`src/rtl/bin2bcd_pkg.sv`:
```
// Shared types and helpers for the sequential binary-to-BCD converter.
// bcd_max() gives the largest value representable in a given number of BCD digits.
package bin2bcd_pkg;

    typedef enum logic [1:0] {
        e_idle,
        e_op,
        e_done
    } t_bcd_state;

    function automatic logic [63:0] bcd_max(input int digits);
        logic [63:0] p;
        p = 64'd1;
        for (int i = 0; i < digits; i++) begin
            p = p * 64'd10;
        end
        return p - 64'd1;
    endfunction

endpackage

```
`src/rtl/bin2bcd_converter_digit_adj.sv`:
```
// Combinational shift-and-add-3 digit correction: a digit of 5 or more gets 3 added
// so that the following left shift carries correctly into the next decade.
module bcd_digit_adj (
    input  logic [3:0] digit,
    output logic [3:0] adjusted
);

    assign adjusted = (digit >= 4'd5) ? digit + 4'd3 : digit;

endmodule

```
`src/rtl/bin2bcd_converter.sv`:
```
// Sequential binary-to-BCD converter, one shift-and-add-3 iteration per clock.
// Build with BIN2BCD_CLAMP_EN to saturate out-of-range operands to all-9s with o_overflow.
module bin2bcd_converter
    import bin2bcd_pkg::*;
#(
    parameter int BIN_W  = 16,
    parameter int DIGITS = 4
) (
    input  logic                  i_clk,
    input  logic                  i_rst,
    input  logic                  i_start,
    input  logic [BIN_W-1:0]      i_bin,
    output logic                  o_ready,
    output logic                  o_done_tick,
    output logic [4*DIGITS-1:0]   o_bcd,
    output logic                  o_overflow
);

    localparam int BCD_W = 4 * DIGITS;
    localparam int CNT_W = $clog2(BIN_W + 1);

    t_bcd_state       state, state_nxt;
    logic [BIN_W-1:0] shift_q;
    logic [BCD_W-1:0] bcd_q;
    logic [BCD_W-1:0] bcd_adj;
    logic [CNT_W-1:0] cnt_q;
    logic             load;
    logic             iter;
    logic             clamp_hit;
    logic             carry_unused;

`ifdef BIN2BCD_CLAMP_EN
    localparam logic [63:0] MAX_VAL = bcd_max(DIGITS);
    logic ovf_q;

    assign clamp_hit  = (64'(i_bin) > MAX_VAL);
    assign o_overflow = ovf_q;

    always_ff @(posedge i_clk) begin
        if (i_rst) begin
            ovf_q <= 1'b0;
        end else if (load) begin
            ovf_q <= clamp_hit;
        end
    end
`else
    assign clamp_hit  = 1'b0;
    assign o_overflow = 1'b0;
`endif

    for (genvar g = 0; g < DIGITS; g++) begin : g_digit
        bcd_digit_adj u_adj (
            .digit    (bcd_q[4*g +: 4]),
            .adjusted (bcd_adj[4*g +: 4])
        );
    end

    // Decade carry out of the top digit is dropped: result wraps modulo 10^DIGITS.
    assign carry_unused = bcd_adj[BCD_W-1];

    always_ff @(posedge i_clk) begin
        if (i_rst) begin
            state <= e_idle;
        end else begin
            state <= state_nxt;
        end
    end

    always_comb begin
        state_nxt   = state;
        load        = 1'b0;
        iter        = 1'b0;
        o_ready     = 1'b0;
        o_done_tick = 1'b0;
        case (state)
            e_idle: begin
                o_ready = 1'b1;
                if (i_start) begin
                    load      = 1'b1;
                    state_nxt = clamp_hit ? e_done : e_op;
                end
            end
            e_op: begin
                iter = 1'b1;
                if (cnt_q == CNT_W'(1)) begin
                    state_nxt = e_done;
                end
            end
            e_done: begin
                o_done_tick = 1'b1;
                state_nxt   = e_idle;
            end
            default: state_nxt = e_idle;
        endcase
    end

    always_ff @(posedge i_clk) begin
        if (i_rst) begin
            shift_q <= '0;
            bcd_q   <= '0;
            cnt_q   <= '0;
        end else if (load) begin
            shift_q <= i_bin;
            bcd_q   <= clamp_hit ? {DIGITS{4'h9}} : '0;
            cnt_q   <= CNT_W'(BIN_W);
        end else if (iter) begin
            shift_q <= shift_q << 1;
            bcd_q   <= {bcd_adj[BCD_W-2:0], shift_q[BIN_W-1]};
            cnt_q   <= cnt_q - CNT_W'(1);
        end
    end

    assign o_bcd = bcd_q;

endmodule

```
`config.mk`:
```
export PLATFORM = sky130hd
export DESIGN_NAME = bin2bcd_converter
export DESIGN_NICKNAME = d
export VERILOG_FILES = /design/src/rtl/bin2bcd_pkg.sv /design/src/rtl/bin2bcd_converter_digit_adj.sv /design/src/rtl/bin2bcd_converter.sv
export SDC_FILE = /design/constraint.sdc
export NUM_CORES = 1
export LEC_CHECK = 0
export BUFFER_PORTS_ARGS = -buffer_cell sky130_fd_sc_hd__buf_2
export CORE_MARGIN = 3
export CORE_UTILIZATION = 58
export DETAILED_ROUTE_END_ITERATION = 7
export GPL_ROUTABILITY_DRIVEN = 0
export HOLD_SLACK_MARGIN = 0.12
export PLACE_DENSITY = 0.83
export SKIP_LAST_GASP = 1
export SLEW_MARGIN = 20
export SYNTH_ARGS = -nofsm -noshare
export SYNTH_HDL_FRONTEND = slang
export SYNTH_SLANG_ARGS = --single-unit
```
`constraint.sdc`:
```
create_clock -name i_clk -period 2.4 [get_ports i_clk]
set_input_delay 0.12 -clock i_clk [delete_from_list [all_inputs] [get_ports i_clk]]
set_output_delay 0.12 -clock i_clk [all_outputs]
set_load 0.03 [all_outputs]
```
## Word level (Yosys, flattened, before mapping)

Index checks and enable logic that the tools add are counted.

- Add/subtract/negate cells: 5
- Magnitude comparators: 4
- Eq/ne operators: 5
- Mux-type cells: 16
- Reductions and logical operators: 4

Operators by type and width:

| kind | count |
|---|---|
| $mux W16 | 2 |
| $ge A4 B3 Y1 const B | 4 |
| $add A4 B2 Y4 const B | 3 |
| $mux W4 | 3 |
| $mux W5 | 2 |
| $eq A5 B1 Y1 const B | 1 |
| $mux W1 | 5 |
| $sub A5 B1 Y5 const B | 1 |
| $mux W2 | 2 |
| $ne A2 B2 Y1 const B | 2 |
| $pmux W2 S2 | 1 |
| $add A3 B2 Y3 const B | 1 |
| $mux W3 | 1 |
| $eq A2 B1 Y1 const B | 1 |
| $eq A2 B2 Y1 const B | 1 |
| $logic_not A2 Y1 | 1 |
| $reduce_and A2 Y1 | 1 |
| $reduce_bool A2 Y1 | 1 |
| $reduce_or A2 Y1 | 1 |

- Flip-flop bits (word level): 39
- Input bits: 19
- Output and inout bits: 19
- Logic and storage cells: 39

## Longest topological paths before layout

- Word-level depth: 4
- Gate-level depth with buffers: 6
- Depth with buffers taken out: 6

## Modules after synthesis

A second synthesis with hierarchy kept.

- Cells, all modules: 277
- Area, all modules: 2160.8 um^2

Modules (own cells, without submodules):

| module | times used | cells each | area an instance (um^2) | seq. area each (um^2) |
|---|---|---|---|---|
| bin2bcd_converter | 1 | 213 | 1755.4 | 780.7 |
| bcd_digit_adj | 4 | 16 | 101.3 | 0.0 |

## Worst setup path after synthesis

OpenSTA, ideal clock, no wires.

- Path type: flip-flop to flip-flop
- From: reg bcd_q[1], in the netlist o_bcd[1]
- To: reg bcd_q[2], in the netlist o_bcd[2]
- Library setup time: 0.086 ns
- Data arrival time: 1.659 ns
- Required time: 2.314 ns
- Path slack: 0.656 ns
- Stages on the path, launching flop included: 7
- Path buffers: 0
- Period minus slack after synthesis: 1.744 ns
- Cells stage by stage: dfxtp_1 inv_1 ha_1 nand2b_1 a21oi_1 mux2_2 a211oi_1

- Longest elaborated chain between the ends: 2
- Elaborated cells between the ends (all ways): 3
- Those cells by class: add/sub (1); order compare (1); mux (1)

Ends and longest elaborated chain:

| element | line | RTL |
|---|---|---|
| start: declaration | bin2bcd_converter.sv:24 | `logic [BCD_W-1:0] bcd_q;` |
| start signal: assignment | bin2bcd_converter.sv:104 | `bcd_q <= clamp_hit ? {DIGITS{4'h9}} : '0;` |
| start signal: assignment | bin2bcd_converter.sv:108 | `bcd_q <= {bcd_adj[BCD_W-2:0], shift_q[BIN_W-1]};` |
| $add A4 B2 Y4 / $ge A4 B3 Y1 (equally long branches) | bin2bcd_converter_digit_adj.sv:8 | `assign adjusted = (digit >= 4'd5) ? digit + 4'd3 : digit;` |
| $mux W4 (*) | bin2bcd_converter_digit_adj.sv:8 |  |

Mark *: on every way between the ends. The rest lies on a longest branch, timed or not.
A chain may end at the register's enable or synchronous reset.

## Final worst setup path

- From: reg state[1]
- To: reg shift_q[1]

- Longest elaborated chain between the ends: 3
- Elaborated cells between the ends (all ways): 6
- Those cells by class: eq/ne (1); mux (3); reduce/logical (2)

Ends and longest elaborated chain:

| element | line | RTL |
|---|---|---|
| start: declaration | bin2bcd_converter.sv:22 | `t_bcd_state state, state_nxt;` |
| start signal: assignment | bin2bcd_converter.sv:63 | `state <= e_idle;` |
| start signal: assignment | bin2bcd_converter.sv:65 | `state <= state_nxt;` |
| $eq A2 B1 Y1 / $logic_not A2 Y1 (equally long branches) | bin2bcd_converter.sv:75 | `case (state)` |
| $mux W1 | bin2bcd_converter.sv:75 |  |
| $reduce_bool A2 Y1 (no line) / $mux W16 (equally long branches) | n/a |  |
| end signal: assignment | bin2bcd_converter.sv:103 | `shift_q <= i_bin;` |
| end signal: assignment | bin2bcd_converter.sv:107 | `shift_q <= shift_q << 1;` |
| end: declaration | bin2bcd_converter.sv:23 | `logic [BIN_W-1:0] shift_q;` |

Parallel ways exist; a longest one is shown, timed or not.

==> impl_metrics.json <==
{
  "num_io_pins": 38,
  "slew_violations": 0,
  "path_class": "reg2reg",
  "grt_max_degree": 27,
  "fin_skew_ns": 0.00866,
  "met3_length_um": 169,
  "async_flop_share_pct": 0,
  "timing.max_cap.violations": 0,
  "endpoint_kind": "flop",
  "powerDensity_nw_per_um2": 573,
  "synth_ff_type": "dfxtp_1",
  "whs_endpoint": "o_bcd[2]",
  "finalWorstPathRequiredPeriod_ns": 1.70,
  "core-area_sq_um": 3100,
  "grt_pass1_wl_um": 7110,
  "num_rows": 20,
  "postRouteAntennaNets": 0,
  "fmax_mhz": 588,
  "cts.clk_slew.worst_paths_ns": 0.11,
  "areaGrowthSynthToFinish_pct": 19.4,
  "syn_area_sq_um": 1930,
  "ctsHtreeMaxLevel": 2,
  "cts_root_buffer": "clkbuf_4",
  "yosys.area.top_type_share_pct": 40.5,
  "cts_tree": "built",
  "startpoint_type": "flop",
  "fin_crit_sh_pct": 70.9,
  "worst_slew_pin_slew_ns": 0.673,
  "drt_iter0_markers": 162,
  "die_area_sq_um": 4050,
  "initial_core_util_pct": 62.1,
  "cp_max_fo": 15,
  "reg2reg_slack_ns": 0.70,
  "rr_startpoint": "state[1]",
  "path_buf_inv": 1,
  "avgSynthCellArea_sq_um": 8.72,
  "p_leak_nw": 0.948,
  "wl_per_cell_um": 13.1,
  "hold_violations": 0,
  "clock_latency_ns": 0.34,
  "status": "complete, no violations",
  "irDropWorstVdd_mv": 0.362,
  "holdCritStartpoint": "i_start",
  "routed-wl-met2_um": 2040,
  "grt_use_total_pct": 21.6,
  "postSynthNetCount": 250,
  "vias": 1742,
  "stdcell_count": 312,
  "place_inst": 289,
  "tns_ns": 0,
  "synth_cell_types": 35,
  "cpMaxStageDelayCell": "dfxtp_1",
  "port_buffers": 36,
  "ys_ff_latch": 39,
  "drive_above_1_share_pct": 19.0,
  "synth.area.top_cells": "dfxtp_1 40%, a21oi_1 8.3%, ha_1 6.5%",
  "topRoutingLayerUsed": "met4",
  "nets": 296,
  "clock-sinks": 39,
  "drc_errors": 0,
  "grt_pass1_vias": 1695,
  "antenna_found_initial": 0,
  "setup_viol": 0,
  "rr_endpoint": "shift_q[1]",
  "clk_path_buf_depth": 2,
  "timing.critical_path.max_delay_family": "simple AND/OR/NAND/NOR gates",
  "relSlewSlack_pct": 55.1,
  "fill_cells": 253,
  "vias_per_cell": 5.58,
  "yosysSeqAreaShare_pct": 40.5,
  "required_ns": 2.66,
  "synth_top_area_cell": "dfxtp_1",
  "synth-warning-count": 0,
  "dp_hpwl_um": 2560,
  "post_cts_buffers": 0,
  "r2r_cells": 5,
  "synth_edf_count": 0,
  "cts_buffers": 5,
  "path_cells": "nor2b_4, buf_4, nor2_2, nand2_1, a21oi_1",
  "fp.dieH_um": 63.7,
  "hp-class": "in2reg",
  "dr.pass1.iters": 4,
  "rsz0062_at_grt": "false",
  "netlist_instances": 221,
  "diodes": 0,
  "grt_overflow": 0,
  "slowest_delay_ns": 0.51,
  "met1_length_um": 1810,
  "die_w_um": 63.7,
  "drt-total-wl_um": 4080,
  "hold_depth": 4,
  "worstPathArrival_ns": 1.96
}
-- power breakdown --
group | internal, W | switching [W] | total, W | leakage, nW
clock | 0.000173 | 0.000200 | 0.000372 | 0.0386
sequential | 0.000683 | 0.0000283 | 0.000711 | 0.318
combinational | 0.0000964 | 0.000139 | 0.000236 | 0.592
total | 0.000952 | 0.000367 | 0.00132 | 0.948
-- worst max path at each step --
| stage | slack [ns] | cells after the start | end | start |
|---|---|---|---|---|
| finish | 0.70 | 5 | shift_q[1] | state[1] |
| global route | 0.46 | 6 | o_bcd[5] | o_bcd[4] |
| CTS | 0.72 | 5 | shift_q[1] | state[1] |
| detailed placement | 0.76 | 5 | shift_q[1] | state[1] |
| global placement | 0.80 | 6 | o_bcd[9] | o_bcd[8] |
| floorplan | 0.66 | 6 | o_bcd[2] | o_bcd[1] |
-- cells by family (layout without fill, tap and decap cells) --
group,count (synthesis),count (layout),share of synthesized area [%]
DFF,39,39,40.5
and+or+nand+nor,61,61,16.3
muxes,5,5,2.66
adders and majority gates,10,10,6.49
other,1,1,0.194
buffers and inverters,26,73,7.46
AOI/OAI and AO/OA,75,75,24.6
xor gates and xnor gates,4,4,1.82
-- synthesized netlist by cell type, types with 5 or more instances --
cell type / instances
dfxtp_1: 39
a21oi_1: 32
nand2_1: 18
nor2_1: 16
a22oi_1: 15
inv_1: 11
ha_1: 10
a211oi_1: 8
o21ai_0: 7
buf_4: 5
nand2b_1: 5
nand3_1: 5
-- per-stage QoR --
step	setup slack, ns	power, W	util, %	area, sq um	hold WS [ns]
after detailed placement	0.755	0.000939	67.1	2080	0.405
after global placement	0.804	0.000934	67.1	2080	0.391
after floorplan	0.656	0.000898	-	1930	0.304
after CTS	0.720	0.00133	74.2	2300	0.174
final	0.699	0.00132	74.2	2300	0.180
after global routing	0.457	0.00139	74.2	2300	0.204
-- layout by cell type, fill, tap and decap left out, types with 7 or more instances in the layout --
| cell | instances |
|---|---|
| a211oi_1 | 8 |
| a21oi_1 | 32 |
| a22oi_1 | 15 |
| buf_2 | 36 |
| dfxtp_1 | 39 |
| dlygate4sd3_1 | 15 |
| ha_1 | 10 |
| inv_1 | 11 |
| nand2_1 | 18 |
| nor2_1 | 16 |
| o21ai_0 | 7 |
-- layer usage --
metal	vias to the layer above	GRT usage [%]
met2	45	37.9
met5	-	0
li1	882	-
met4	0	9.43
met3	7	3.92
met1	808	25.3
-- final cells by class --
cell class | instances | area (sq um) | share of cell area (%)
multi-input cells | 156 | 1000 | 43.6
flip-flops and latches | 39 | 781 | 33.9
repair buffers | 54 | 353 | 15.3
clock buffers | 8 | 68.8 | 2.99
well taps | 44 | 55.1 | 2.39
inverters | 11 | 41.3 | 1.79
-- state kept, by name, indices dropped and copies added (netlist names) --
register / flops
o_bcd: 16
cnt_q: 5
shift_q: 16
state: 2
-- worst register-to-register path, cell delays in order (launching register included) --
cell and delay [ns]:
dfxtp_1 0.51, nor2b_4 0.13, buf_4 0.20, nor2_2 0.49, nand2_1 0.13, a21oi_1 0.17
-- repair_timing --
item	4_1_cts	5_1_grt
hold buffers	15	0
gates resized for setup	0	0
hold endpoints to repair	15	0
endpoints found under the setup margin	0	0
Power figures use the tool's default switching activity.
